--- config.mk ---
export PLATFORM = sky130hd
export DESIGN_NAME = dbus_avalon_bridge
export DESIGN_NICKNAME = d
export VERILOG_FILES = /design/src/rtl/dbus_avalon_bridge.sv
export SDC_FILE = /design/constraint.sdc
export NUM_CORES = 1
export LEC_CHECK = 0
export ABC_AREA = 0
export ABC_CLOCK_PERIOD_IN_PS = 2670
export CAP_MARGIN = 20
export CORE_AREA = 2 2 110 112
export CTS_CLUSTER_SIZE = 40
export DETAILED_ROUTE_END_ITERATION = 10
export DIE_AREA = 0 0 112 114
export GPL_TIMING_DRIVEN = 1
export PLACE_DENSITY = 0.84
export SLEW_MARGIN = 40
export SYNTH_ARGS = -nofsm -noshare
export SYNTH_HDL_FRONTEND = slang
export SYNTH_SLANG_ARGS = --single-unit
--- constraint.sdc ---
create_clock -name clk -period 2.67 [get_ports clk]
set_input_delay 0.4005 -clock clk [delete_from_list [all_inputs] [get_ports clk]]
set_output_delay 0.4005 -clock clk [all_outputs]
set_load 0.005 [all_outputs]
--- src/rtl/dbus_avalon_bridge.sv ---
// ---------------------------------------------------------------------------
// dbus_avalon_bridge
//
// Bridges the VexRiscv simple dBus to NUM_SLAVES Avalon-MM slaves. One
// command is accepted at a time. Each command is registered, one slave is
// selected by an address field, waitrequest is honoured, and read data comes
// back as a single-cycle response pulse. Writes produce no response.
//
// Optional feature (macro BRIDGE_TIMEOUT_EN): a 16-bit watchdog aborts an
// access whose slave holds waitrequest for TIMEOUT_CYCLES cycles. An aborted
// read returns rsp_error=1 with data 32'hDEAD_BEEF. Without the macro, an
// access waits on waitrequest indefinitely.
//
// Ports
//   clk, reset                 clock, asynchronous active-high reset
//   dBus_cmd_*                 command channel (valid/ready, wr, address,
//                              data, size)
//   dBus_rsp_ready/error/data  read response, one-cycle pulse
//   av_chipselect              one-hot slave select
//   av_address/writedata/      shared Avalon request fields
//   av_byteenable
//   av_read_n, av_write_n      active-low strobes
//   av_waitrequest             per-slave waitrequest
//   av_readdata                per-slave read data, slave i at [32i+31:32i]
//   err_flag                   sticky error flag, cleared only by reset
// ---------------------------------------------------------------------------
module dbus_avalon_bridge #(
  parameter int NUM_SLAVES      = 4,
  parameter int SEL_LSB         = 12,
  parameter int SLAVE_ADDR_BITS = 4,
  parameter int TIMEOUT_CYCLES  = 255
) (
  input  logic                       clk,
  input  logic                       reset,
  input  logic                       dBus_cmd_valid,
  output logic                       dBus_cmd_ready,
  input  logic                       dBus_cmd_payload_wr,
  input  logic [31:0]                dBus_cmd_payload_address,
  input  logic [31:0]                dBus_cmd_payload_data,
  input  logic [1:0]                 dBus_cmd_payload_size,
  output logic                       dBus_rsp_ready,
  output logic                       dBus_rsp_error,
  output logic [31:0]                dBus_rsp_data,
  output logic [NUM_SLAVES-1:0]      av_chipselect,
  output logic [SLAVE_ADDR_BITS-1:0] av_address,
  output logic                       av_read_n,
  output logic                       av_write_n,
  output logic [31:0]                av_writedata,
  output logic [3:0]                 av_byteenable,
  input  logic [NUM_SLAVES-1:0]      av_waitrequest,
  input  logic [32*NUM_SLAVES-1:0]   av_readdata,
  output logic                       err_flag
);

  localparam int SEL_BITS = (NUM_SLAVES > 1) ? $clog2(NUM_SLAVES) : 1;
  // The range check looks at a full 4-bit index field (16 slaves maximum),
  // so addresses beyond the populated slaves are caught even when
  // NUM_SLAVES is a power of two and SEL_BITS alone could not express them.
  localparam logic [4:0] NUM_SLAVES_W = 5'(NUM_SLAVES);

  typedef enum logic [1:0] {IDLE, ACCESS, RESP} state_t;

  state_t                     state_q, state_d;
  logic                       wr_q, wr_d;
  logic [SEL_BITS-1:0]        idx_q, idx_d;
  logic [SLAVE_ADDR_BITS-1:0] addr_q, addr_d;
  logic [31:0]                wdata_q, wdata_d;
  logic [3:0]                 be_q, be_d;
  logic [31:0]                rsp_data_q, rsp_data_d;
  logic                       rsp_err_q, rsp_err_d;
  logic                       err_flag_q, err_flag_d;
`ifdef BRIDGE_TIMEOUT_EN
  logic [15:0]                cnt_q, cnt_d;
`endif

  logic [3:0]  raw_idx;
  logic        idx_in_range;
  logic [3:0]  cmd_be;
  logic [31:0] rd_arr [NUM_SLAVES];
  logic        unused_addr;

  for (genvar g = 0; g < NUM_SLAVES; g++) begin : g_rd
    assign rd_arr[g] = av_readdata[32*g +: 32];
  end

  assign raw_idx      = dBus_cmd_payload_address[SEL_LSB +: 4];
  assign idx_in_range = ({1'b0, raw_idx} < NUM_SLAVES_W);
  // Only a few address bits are decoded here; the rest are the top level's.
  assign unused_addr  = ^dBus_cmd_payload_address;

  always_comb begin
    case (dBus_cmd_payload_size)
      2'd0:    cmd_be = 4'b0001 << dBus_cmd_payload_address[1:0];
      2'd1:    cmd_be = 4'b0011 << dBus_cmd_payload_address[1:0];
      default: cmd_be = 4'b1111;
    endcase
  end

  always_ff @(posedge clk or posedge reset) begin
    if (reset) begin
      state_q    <= IDLE;
      wr_q       <= 1'b0;
      idx_q      <= '0;
      addr_q     <= '0;
      wdata_q    <= '0;
      be_q       <= '0;
      rsp_data_q <= '0;
      rsp_err_q  <= 1'b0;
      err_flag_q <= 1'b0;
`ifdef BRIDGE_TIMEOUT_EN
      cnt_q      <= '0;
`endif
    end else begin
      state_q    <= state_d;
      wr_q       <= wr_d;
      idx_q      <= idx_d;
      addr_q     <= addr_d;
      wdata_q    <= wdata_d;
      be_q       <= be_d;
      rsp_data_q <= rsp_data_d;
      rsp_err_q  <= rsp_err_d;
      err_flag_q <= err_flag_d;
`ifdef BRIDGE_TIMEOUT_EN
      cnt_q      <= cnt_d;
`endif
    end
  end

  always_comb begin
    state_d    = state_q;
    wr_d       = wr_q;
    idx_d      = idx_q;
    addr_d     = addr_q;
    wdata_d    = wdata_q;
    be_d       = be_q;
    rsp_data_d = rsp_data_q;
    rsp_err_d  = rsp_err_q;
    err_flag_d = err_flag_q;
`ifdef BRIDGE_TIMEOUT_EN
    cnt_d      = cnt_q;
`endif

    case (state_q)
      IDLE: begin
        if (dBus_cmd_valid) begin
          wr_d    = dBus_cmd_payload_wr;
          idx_d   = raw_idx[SEL_BITS-1:0];
          addr_d  = dBus_cmd_payload_address[SLAVE_ADDR_BITS+1:2];
          wdata_d = dBus_cmd_payload_data;
          be_d    = cmd_be;
          if (idx_in_range) begin
            state_d = ACCESS;
`ifdef BRIDGE_TIMEOUT_EN
            cnt_d   = '0;
`endif
          end else begin
            // No slave behind this index: reads get an error response,
            // writes are silently dropped.
            err_flag_d = 1'b1;
            if (!dBus_cmd_payload_wr) begin
              rsp_data_d = '0;
              rsp_err_d  = 1'b1;
              state_d    = RESP;
            end
          end
        end
      end

      ACCESS: begin
        if (!av_waitrequest[idx_q]) begin
          if (!wr_q) begin
            rsp_data_d = rd_arr[idx_q];
            rsp_err_d  = 1'b0;
            state_d    = RESP;
          end else begin
            state_d = IDLE;
          end
        end
`ifdef BRIDGE_TIMEOUT_EN
        // cnt_q counts completed ACCESS cycles, so the abort lands after
        // exactly TIMEOUT_CYCLES cycles of waitrequest.
        else if (cnt_q == 16'(TIMEOUT_CYCLES - 1)) begin
          err_flag_d = 1'b1;
          if (!wr_q) begin
            rsp_data_d = 32'hDEAD_BEEF;
            rsp_err_d  = 1'b1;
            state_d    = RESP;
          end else begin
            state_d = IDLE;
          end
        end else begin
          cnt_d = cnt_q + 16'd1;
        end
`endif
      end

      RESP: begin
        state_d = IDLE;
      end

      default: begin
        state_d = IDLE;
      end
    endcase
  end

  always_comb begin
    av_chipselect = '0;
    if (state_q == ACCESS) begin
      av_chipselect[idx_q] = 1'b1;
    end
  end

  // Ready is masked by reset so the command channel is closed while reset
  // is held, even though the state register already reads IDLE.
  assign dBus_cmd_ready = (state_q == IDLE) && !reset;
  assign dBus_rsp_ready = (state_q == RESP);
  assign dBus_rsp_error = (state_q == RESP) && rsp_err_q;
  assign dBus_rsp_data  = rsp_data_q;
  assign av_address     = addr_q;
  assign av_writedata   = wdata_q;
  assign av_byteenable  = be_q;
  assign av_read_n      = !((state_q == ACCESS) && !wr_q);
  assign av_write_n     = !((state_q == ACCESS) && wr_q);
  assign err_flag       = err_flag_q;

endmodule

==> flow_summary.yaml, run 1 <==
floorplanning:
  initial_core_util: 0.336
  core_mm2: 0.0117
  rows: 40
  dieArea_mm2: 0.0128
  die-height_um: 114
  ios: 284
  fp.dieW_um: 112
timing:
  fin_worst_skew_ns: 0.00755
  fin_setup_tns_ns: 0
  finalWorstSetupSlack_ns: 0.282
  hold_viol: 0
  relSlewSlack: 0.525
  max_freq_mhz: 419
  tightest_slew_ns: 0.712
  final.min_clock_period_ns: 2.39
  rsz0062_at_grt: "false"
  slew_viol_final: 0
  fin_crit_sh: 0.895
  setup_viol: 0
drt:
  wl_met3_um: 786
  vias: 3261
  ant_nets: 0
  dr.first_iter.drc_count: 65
  routed.top_layer: "met4"
  route.detailed.drc: 0
  wl_per_cell_um: 17.5
  routed_via_density: 4.94
  wl_met2_um: 6400
  wl_um: 11500
  drtPass1Iterations: 4
  met1_length_um: 4220
clock_tree:
  htreeDepth: 3
  numCtsBuffers: 9
  clkTransAtPathRegs_ns: 0.05
  clockRootBuffer: "clkbuf_16"
  postCtsSetupRepairBufs: 0
  cts.repair.resized: 0
  cts_tree: "yes"
  clock_sinks: 79
  clock_latency_ns: 0.33
  cts_buffer_depth: 2
  cts_hold_buf: 0
cells_and_area:
  multi_input_area_mm2: 0.00178
  stdcell_area_mm2: 0.00699
  synthToLayoutAreaGrowth_pct: 77.5
  layout-drive-gt1-share: 0.189
  final.fill_count: 945
  n_antenna_cell: 0
  register_area_mm2: 0.00198
  nets: 711
global_route:
  grt_max_degree: 42
  grt_pass1_wl_um: 17700
  track_usage: 0.177
  antenna_found_initial: 0
  grt_overflow: 0
  grt_pass1_vias: 3558
critical_path:
  critical_path_arrival_ns: 1.99
  cpPeakStageDelay_ns: 0.58
  endpoint_kind: "output port"
  cp_max_fo: 10
  rrSetupSlack_ns: 0.73
  r2r_start: "state_q[0]"
  crit_type: "flip-flop to output port"
  cp_cell_sequence: "nor2b_2, nand2_1, nor2_1, clkdlybuf4s50_1"
  worstReg2RegEnd: "dBus_rsp_data[12]"
  ff2ff_path_depth: 5
  worst_path_max_delay_cell: "dfrtp_1"
  start_kind: "flip-flop"
  required_ns: 2.27
yosys:
  ys_warn_count: 0
  synthesis.area_mm2: 0.00394
  synthCells: 250
  ys_ff_latch: 79
  syn_nets: 452
  synth_cell_types: 33
  avgSynthCellArea_um2: 15.7
  yosysSeqAreaShare: 0.502
placed_design:
  gp_congestion: 0.775
  port_buffers: 261
  dp_slack_ns: 0.454
  hpwlAfterDp_um: 9380
  placed_cell_area_mm2: 0.00665
worst_hold_path:
  hp-class: "flip-flop to flip-flop"
  min-delay-start: "err_flag"
  whs_path_depth: 1
  min_to: "err_flag"
status:
  status: "complete, no violations"
pwr:
  p_leak_nw: 2.79
  vdd_drop_max_uv: 324
  power_density_mw_per_mm2: 769
flow_run:
  maxCapViolCount: 0
[power breakdown]
part	switching [mW]	internal, mW	total (mW)
Sequential	0.239	1.58	1.81
Combinational	0.703	1.49	2.19
Clock	0.454	0.911	1.37
[layout by cell type, fill, tap and decap left out, types with 2 or more instances in the layout]
cell type        count
a31oi_1              3
nor2_1              11
mux4_1               5
dfrtp_1             78
bufinv_16            3
a22o_1              32
buf_4                4
buf_12               2
nand2b_1             4
a21oi_1              3
clkinv_4             2
o21ai_0              2
inv_1                2
clkdlybuf4s50_1    261
nor3_1               2
mux2i_1              2
clkbuf_16            9
nand2_1              4
mux2_2              39
mux4_2              27
[worst max path at each step]
| stage | from | to | slack, ns | cells after the start |
|---|---|---|---|---|
| after floorplan | reset | av_address[0] | 0.25 | 1 |
| after global placement | dBus_cmd_payload_address[15] | dBus_rsp_data[7] | 0.40 | 5 |
| after detailed placement | dBus_cmd_payload_address[15] | dBus_rsp_data[12] | 0.45 | 6 |
| after CTS | state_q[0] | av_chipselect[2] | 0.29 | 4 |
| after global routing | state_q[0] | av_chipselect[2] | 0.16 | 4 |
| final | state_q[0] | av_chipselect[2] | 0.28 | 4 |
[area by class of cell]
type,instances,area share
clock buffers,10,0.0328
clock inverters,5,0.0154
inverters,3,0.00179
multi-input cells,148,0.255
flip-flops and latches,79,0.283
well taps,147,0.0263
repair buffers,268,0.386
[per-stage QoR]
step	utilization	instances	total power, mW	hold WS, ns
global placement	0.567	644	3.98	0.455
global route	0.597	660	5.67	0.511
floorplan	-	250	2.86	0.454
CTS	0.597	660	5.45	0.474
finish	0.597	660	5.37	0.482
detailed placement	0.568	645	4.07	0.458
[logic make-up (layout without fill, tap and decap cells)]
family | Yosys count | in the layout | synth area share
buf+inv | 23 | 286 | 0.0474
flops | 79 | 79 | 0.502
compound gates | 43 | 43 | 0.0963
simple gates | 30 | 30 | 0.0432
mux | 75 | 75 | 0.311
[critical path: cells and delay by family (launching register included)]
kind                   cells  cell delay (ns)
flip-flops                 1             0.58
AND/OR/NAND/NOR            3             0.56
buffers and inverters      1             0.52
[state kept, by name, indices dropped and copies added (netlist names)]
register	flops
av_address	4
av_byteenable	4
av_writedata	32
dBus_rsp_data	32
err_flag	1
idx_q	2
rsp_err_q	1
state_q	2
wr_q	1
[per-layer routing]
layer / track usage / vias up
met4: 0.0398 / 0
met3: 0.0489 / 12
met2: 0.344 / 157
li1: - / 1496
met5: 0 / -
met1: 0.191 / 1596
[synthesized netlist by cell type]
cell | number | area, um^2
nor3_1 | 2 | 10.0
nor3b_2 | 1 | 12.5
o21bai_1 | 1 | 7.51
inv_1 | 3 | 11.3
mux2_1 | 1 | 11.3
or3_4 | 1 | 11.3
mux2i_2 | 1 | 13.8
nand3b_1 | 1 | 7.51
and2_1 | 1 | 6.26
buf_6 | 8 | 90.1
o2111ai_4 | 1 | 26.3
buf_4 | 4 | 30.0
clkbuf_8 | 2 | 27.5
nor3b_1 | 1 | 7.51
mux2_2 | 39 | 439
mux4_1 | 5 | 131
dfrtp_1 | 79 | 1980
a22o_1 | 32 | 280
mux2i_1 | 2 | 20.0
nor2_4 | 1 | 11.3
a21oi_1 | 3 | 15.0
and3_2 | 1 | 7.51
nor2b_2 | 1 | 8.76
o31ai_4 | 1 | 21.3
a31oi_1 | 3 | 18.8
nor2b_1 | 1 | 6.26
nand2b_1 | 4 | 25.0
nand2_1 | 4 | 15.0
buf_2 | 4 | 20.0
o21ai_0 | 2 | 10.0
mux4_2 | 27 | 608
clkbuf_1 | 2 | 7.51
nor2_1 | 11 | 41.3
(Power assumes the default switching activity.)
==> run 2, diff against run 1 <==
--- a/config.mk
+++ b/config.mk
@@ -14,6 +14,7 @@
 export DIE_AREA = 0 0 112 114
 export GPL_TIMING_DRIVEN = 1
 export PLACE_DENSITY = 0.84
+export SKIP_LAST_GASP = 1
 export SLEW_MARGIN = 40
 export SYNTH_ARGS = -nofsm -noshare
 export SYNTH_HDL_FRONTEND = slang
==> results of run 2 <==
The final DEF is identical to that of run 1; final timing and power are the same.
